[src/rtl/alu_logic_pkg.sv]
// Shared definitions for the bitwise logic unit: op encoding and the per-bit evaluator
// that both the pipeline and the ALU result-mux model use.
package alu_logic_pkg;

   typedef enum logic [2:0] {
      OP_AND   = 3'b000,
      OP_OR    = 3'b001,
      OP_XOR   = 3'b010,
      OP_NAND  = 3'b011,
      OP_NOR   = 3'b100,
      OP_XNOR  = 3'b101,
      OP_NOTA  = 3'b110,
      OP_PASSB = 3'b111
   } logic_op_t;

   // Evaluated one bit at a time so it serves every WIDTH without a width parameter.
   function automatic logic logic_eval(input logic a, input logic b, input logic_op_t op);
      logic r;
      case (op)
         OP_AND:   r = a & b;
         OP_OR:    r = a | b;
         OP_XOR:   r = a ^ b;
         OP_NAND:  r = ~(a & b);
         OP_NOR:   r = ~(a | b);
         OP_XNOR:  r = ~(a ^ b);
         OP_NOTA:  r = ~a;
         default:  r = b;
      endcase
      return r;
   endfunction

endpackage

[src/rtl/pipe_reg_slice.sv]
// One valid/ready register stage. Loads whenever it is empty or being drained,
// so a full pipeline of these sustains one item per cycle.
module pipe_reg_slice #(
   parameter int WIDTH_PAYLOAD = 8
) (
   input  logic                     clk,
   input  logic                     rst,
   input  logic                     in_valid,
   output logic                     in_ready,
   input  logic [WIDTH_PAYLOAD-1:0] in_data,
   output logic                     out_valid,
   input  logic                     out_ready,
   output logic [WIDTH_PAYLOAD-1:0] out_data
);

   logic                     valid_q, valid_d;
   logic [WIDTH_PAYLOAD-1:0] data_q,  data_d;

   always_comb begin
      in_ready = !valid_q || out_ready;
      valid_d  = valid_q;
      data_d   = data_q;
      if (in_ready) begin
         valid_d = in_valid;
         if (in_valid) begin
            data_d = in_data;
         end
      end
   end

   // Payload is cleared too so downstream outputs read as zero straight after reset.
   always_ff @(posedge clk) begin
      if (rst) begin
         valid_q <= 1'b0;
         data_q  <= '0;
      end else begin
         valid_q <= valid_d;
         data_q  <= data_d;
      end
   end

   assign out_valid = valid_q;
   assign out_data  = data_q;

endmodule

[src/rtl/logic_unit_pipe.sv]
// Two-stage pipelined bitwise logic unit with zero/parity flags.
// Define LOGIC_PIPE_POPCNT_EN to add the registered out_popcnt output.
module logic_unit_pipe
   import alu_logic_pkg::*;
#(
   parameter int WIDTH = 8
) (
   input  logic             clk,
   input  logic             rst,
   input  logic             in_valid,
   output logic             in_ready,
   input  logic [WIDTH-1:0] in_a,
   input  logic [WIDTH-1:0] in_b,
   input  logic [2:0]       in_op,
   output logic             out_valid,
   input  logic             out_ready,
   output logic [WIDTH-1:0] out_result,
   output logic             out_zero,
   output logic             out_parity
`ifdef LOGIC_PIPE_POPCNT_EN
   ,
   output logic [$clog2(WIDTH+1)-1:0] out_popcnt
`endif
);

   localparam int PCW = $clog2(WIDTH+1);
   localparam int S1W = 2*WIDTH + 3;
`ifdef LOGIC_PIPE_POPCNT_EN
   localparam int S2W = WIDTH + 2 + PCW;
`else
   localparam int S2W = WIDTH + 2;
`endif

   logic           s1_valid, s1_ready;
   logic [S1W-1:0] s1_data;
   logic [S2W-1:0] s2_in, s2_data;

   logic [WIDTH-1:0] s1_a, s1_b, result;
   logic_op_t        s1_op;

   pipe_reg_slice #(.WIDTH_PAYLOAD(S1W)) u_s1 (
      .clk       (clk),
      .rst       (rst),
      .in_valid  (in_valid),
      .in_ready  (in_ready),
      .in_data   ({in_a, in_b, in_op}),
      .out_valid (s1_valid),
      .out_ready (s1_ready),
      .out_data  (s1_data)
   );

   assign s1_a  = s1_data[2*WIDTH+2 : WIDTH+3];
   assign s1_b  = s1_data[WIDTH+2 : 3];
   assign s1_op = logic_op_t'(s1_data[2:0]);

   for (genvar gi = 0; gi < WIDTH; gi++) begin : g_bit
      assign result[gi] = logic_eval(s1_a[gi], s1_b[gi], s1_op);
   end

`ifdef LOGIC_PIPE_POPCNT_EN
   logic [PCW-1:0] popcnt;

   always_comb begin
      popcnt = '0;
      for (int i = 0; i < WIDTH; i++) begin
         popcnt = popcnt + PCW'(result[i]);
      end
   end

   assign s2_in = {popcnt, ^result, ~|result, result};
   assign out_popcnt = s2_data[WIDTH+2 +: PCW];
`else
   assign s2_in = {^result, ~|result, result};
`endif

   // Flags ride in the S2 payload so they hold with the result under backpressure.
   pipe_reg_slice #(.WIDTH_PAYLOAD(S2W)) u_s2 (
      .clk       (clk),
      .rst       (rst),
      .in_valid  (s1_valid),
      .in_ready  (s1_ready),
      .in_data   (s2_in),
      .out_valid (out_valid),
      .out_ready (out_ready),
      .out_data  (s2_data)
   );

   assign out_result = s2_data[WIDTH-1:0];
   assign out_zero   = s2_data[WIDTH];
   assign out_parity = s2_data[WIDTH+1];

endmodule

[config.mk]
export PLATFORM = sky130hd
export DESIGN_NAME = logic_unit_pipe
export DESIGN_NICKNAME = d
export VERILOG_FILES = /design/src/rtl/alu_logic_pkg.sv /design/src/rtl/pipe_reg_slice.sv /design/src/rtl/logic_unit_pipe.sv
export SDC_FILE = /design/constraint.sdc
export NUM_CORES = 1
export LEC_CHECK = 0
export ABC_AREA = 1
export CORE_ASPECT_RATIO = 1.4
export CORE_MARGIN = 2
export CORE_UTILIZATION = 43
export DETAILED_ROUTE_END_ITERATION = 6
export GPL_ROUTABILITY_DRIVEN = 0
export PLACE_DENSITY = 0.74
export SYNTH_ARGS = -nofsm -noshare
export SYNTH_HDL_FRONTEND = slang
export SYNTH_SLANG_ARGS = --single-unit
[constraint.sdc]
create_clock -name clk -period 3.26 [get_ports clk]
set_input_delay 0.652 -clock clk [delete_from_list [all_inputs] [get_ports clk]]
set_output_delay 0.652 -clock clk [all_outputs]
set_load 0.02 [all_outputs]
==> results.toml <==
[clock_tree]
clk_pin_slew_ns = 0.06
post_cts_buffers = 0
htree_num_levels = 2
clock_latency_ns = 0.28
cts_tree = "built"
cts_sinks = 31
cts_buffer_depth = 2
ctsHoldBuffers = 0
numCtsBuffers = 5
ctsResizeCount = 0
root_buffer = "clkbuf_8"

[sta]
finClkSkew_ns = 0.004508
drv_slew = 0
layout_min_cycle_time_ns = 2.530
timing.fmax_mhz = 395.3
hold_violations = 0
setup_viol = 0
max_slew_margin_pct = 56.01
min_period_over_period_pct = 77.60
worst_slew_pin_slew_ns = 0.6592
rsz0062_at_grt = "no"
finalSetupTns_ns = 0
fin_hold_ws_ns = 0.5040

[status]
status = "finished clean"

[drt]
avgViaCountPerCell = 4.995
antenna_left = 0
wirelength_um = 4469
drcViolationCount = 0
drt_iter0_markers = 113
routedWlPerCell_um = 11.23
drt_pre_antenna_iters = 4
vias = 1988

[pwr]
seqPwrFrac_pct = 42.4
switching_share_pct = 31.60
power_mw = 1.007
cellPowerDensity_mw_per_mm2 = 395.5
p_comb_share_pct = 29.3
power.switching_mw = 0.3181
p_clk_share_pct = 28.3
p_int_mw = 0.6885
peakVddDrop_v = 0.0001746
leakage_nw = 1.193

[yosys]
yosys.area_share.adder_pct = 11.83
synth_top_family_by_area = "simple AND/OR/NAND/NOR gates"
synthXorXnorAreaFrac_pct = 1.243
synth-compound-area-share_pct = 12.07
yosys.area_share.simple_pct = 33.79
synth_cells = 304
ys_seq_area_share_pct = 29.35
synth_warnings = 0
synth_area_leader_cell = "dfxtp_1"
ys_ff_latch = 31
syn-cell-area_mm2 = 0.002115
yosysTopAreaCellShare_pct = 29.35
postSynthAreaPerCell_um2 = 6.956
synth_top_cells_by_area = "dfxtp_1 29%, ha_1 12%, nand2_1 8.3%"
synth_nets = 347
synth.area.mux_share_pct = 0
synth.distinct_cells = 22

[finish]
regArea_um2 = 620.6
final_common_cell = "nand2_1"
layout_common_cells = "47 x nand2_1, 40 x nor2_1, 39 x inv_1, 34 x clkdlybuf4s50_1, 31 x dfxtp_1"
syn2layout_area_growth_pct = 20.35
fill_cells = 525
nNetsFinal = 376
num_antenna_cells = 0
multi_input_area_mm2 = 0.001246
layout-drive-gt1-share_pct = 6.886

[floorplanning]
die-area_mm2 = 0.005502
row_count = 30
die_w_um = 63.27
start_util_pct = 44.01
dieHeight_um = 86.97
io_pins = 35
core-area_mm2 = 0.004805

[worst_setup_path]
worstPathRequired_ns = 2.61
cp.arrival_ns = 1.88
path_common_cell = "clkdlybuf4s50_1"
crit_path_start_kind = "input pin"
critPathTopFamily = "buffers and inverters"
crit_buf_inv = 3
path_cells = "clkdlybuf4s50_1 > inv_1 > nand3_1 > clkdlybuf4s50_1"
slowest_stage = "clkdlybuf4s50_1"
crit_fanout = 4
critPathMaxStageDelay_ns = 0.62
crit_type = "input pin to output pin"
endpoint_kind = "output pin"

[grt]
grt_pass1_vias = 1750
track_usage_pct = 17.03
antenna_found_initial = 0
grt_pass1_wl_um = 7596
grt_overflow_total = 0
grt_start_max_net_pins = 39

[placement]
dp_hpwl_um = 3198
io_buffers = 34

[flow_run]
drv_cap = 0

[hold_path]
hold_path_class = "flop to flop"
## worst reg2reg max path, delay by kind of cell (launching register included)
family                     cells  cell delay (ns)
AOI/OAI and AO/OA              1             0.13
xor gates and xnor gates       2             0.29
adders and majority gates      1             0.29
buffers and inverters          2             0.34
DFF                            1             0.36
and+or+nand+nor                7             0.69
## layer usage
metal	GRT usage [%]	wire, um	vias up
met5	0	0	-
met1	18.91	1964	874
met3	2.846	166	8
li1	-	-	1057
met4	5.336	73	0
met2	32.79	2266	49
## kinds of logic (layout without fill, tap and decap cells)
logic type	count (synthesis)	in the layout
fa+ha+maj	20	20
xor+xnor	3	3
buf+inv	56	86
compound gates	51	51
flops	31	31
simple gates	143	143
## state kept, by name (all words and copies together) (netlist names)
signal	count
u_s1.out_valid	1
u_s1.out_data	19
u_s2.out_data	10
u_s2.out_valid	1
## synthesized netlist by cell type, drive strengths merged
master  instances
o21ai          28
ha             20
dfxtp          31
nor2           43
nand4          17
xnor2           2
xor2            1
nand2          48
nand3b          7
inv            41
buf            12
a21oi          23
nand3          28
clkbuf          3
## power groups by stage
stage	Sequential, mW	Clock [mW]	Combinational, mW
finish	0.427	0.285	0.295
global route	0.430	0.316	0.333
CTS	0.427	0.298	0.297
detailed placement	0.435	0	0.296
global placement	0.434	0	0.291
floorplan	0.445	0	0.200
## per-stage QoR
step | instance area [um^2] | util (%) | setup WS [ns] | std cells
floorplan | 2115 | - | 1.426 | 304
CTS | 2545 | 52.97 | 0.7236 | 398
global route | 2545 | 52.97 | 0.6868 | 398
detailed placement | 2464 | 51.28 | 0.7248 | 390
finish | 2545 | 52.97 | 0.7304 | 398
global placement | 2464 | 51.28 | 0.7302 | 390
## cell type report
| class | instances | area share (%) |
|---|---|---|
| clock inverters | 1 | 0.1967 |
| repair buffers | 37 | 14.26 |
| well taps | 64 | 3.147 |
| flip-flops and latches | 31 | 24.39 |
| multi-input cells | 217 | 48.97 |
| clock buffers | 7 | 2.999 |
| inverters | 41 | 6.047 |
## worst paths after layout
| path | from | end | slack [ns] | cells after the start |
|---|---|---|---|---|
| setup reg to reg | u_s1.out_data[1] | u_s2.out_data[9] | 1.05 | 13 |
| setup / recovery | out_ready | in_ready | 0.73 | 4 |
| hold / removal | u_s1.out_data[10] | u_s1.out_data[10] | 0.50 | 2 |
| hold reg to reg | u_s1.out_data[10] | u_s1.out_data[10] | 0.50 | 2 |
Power figures use the tool's default switching activity.
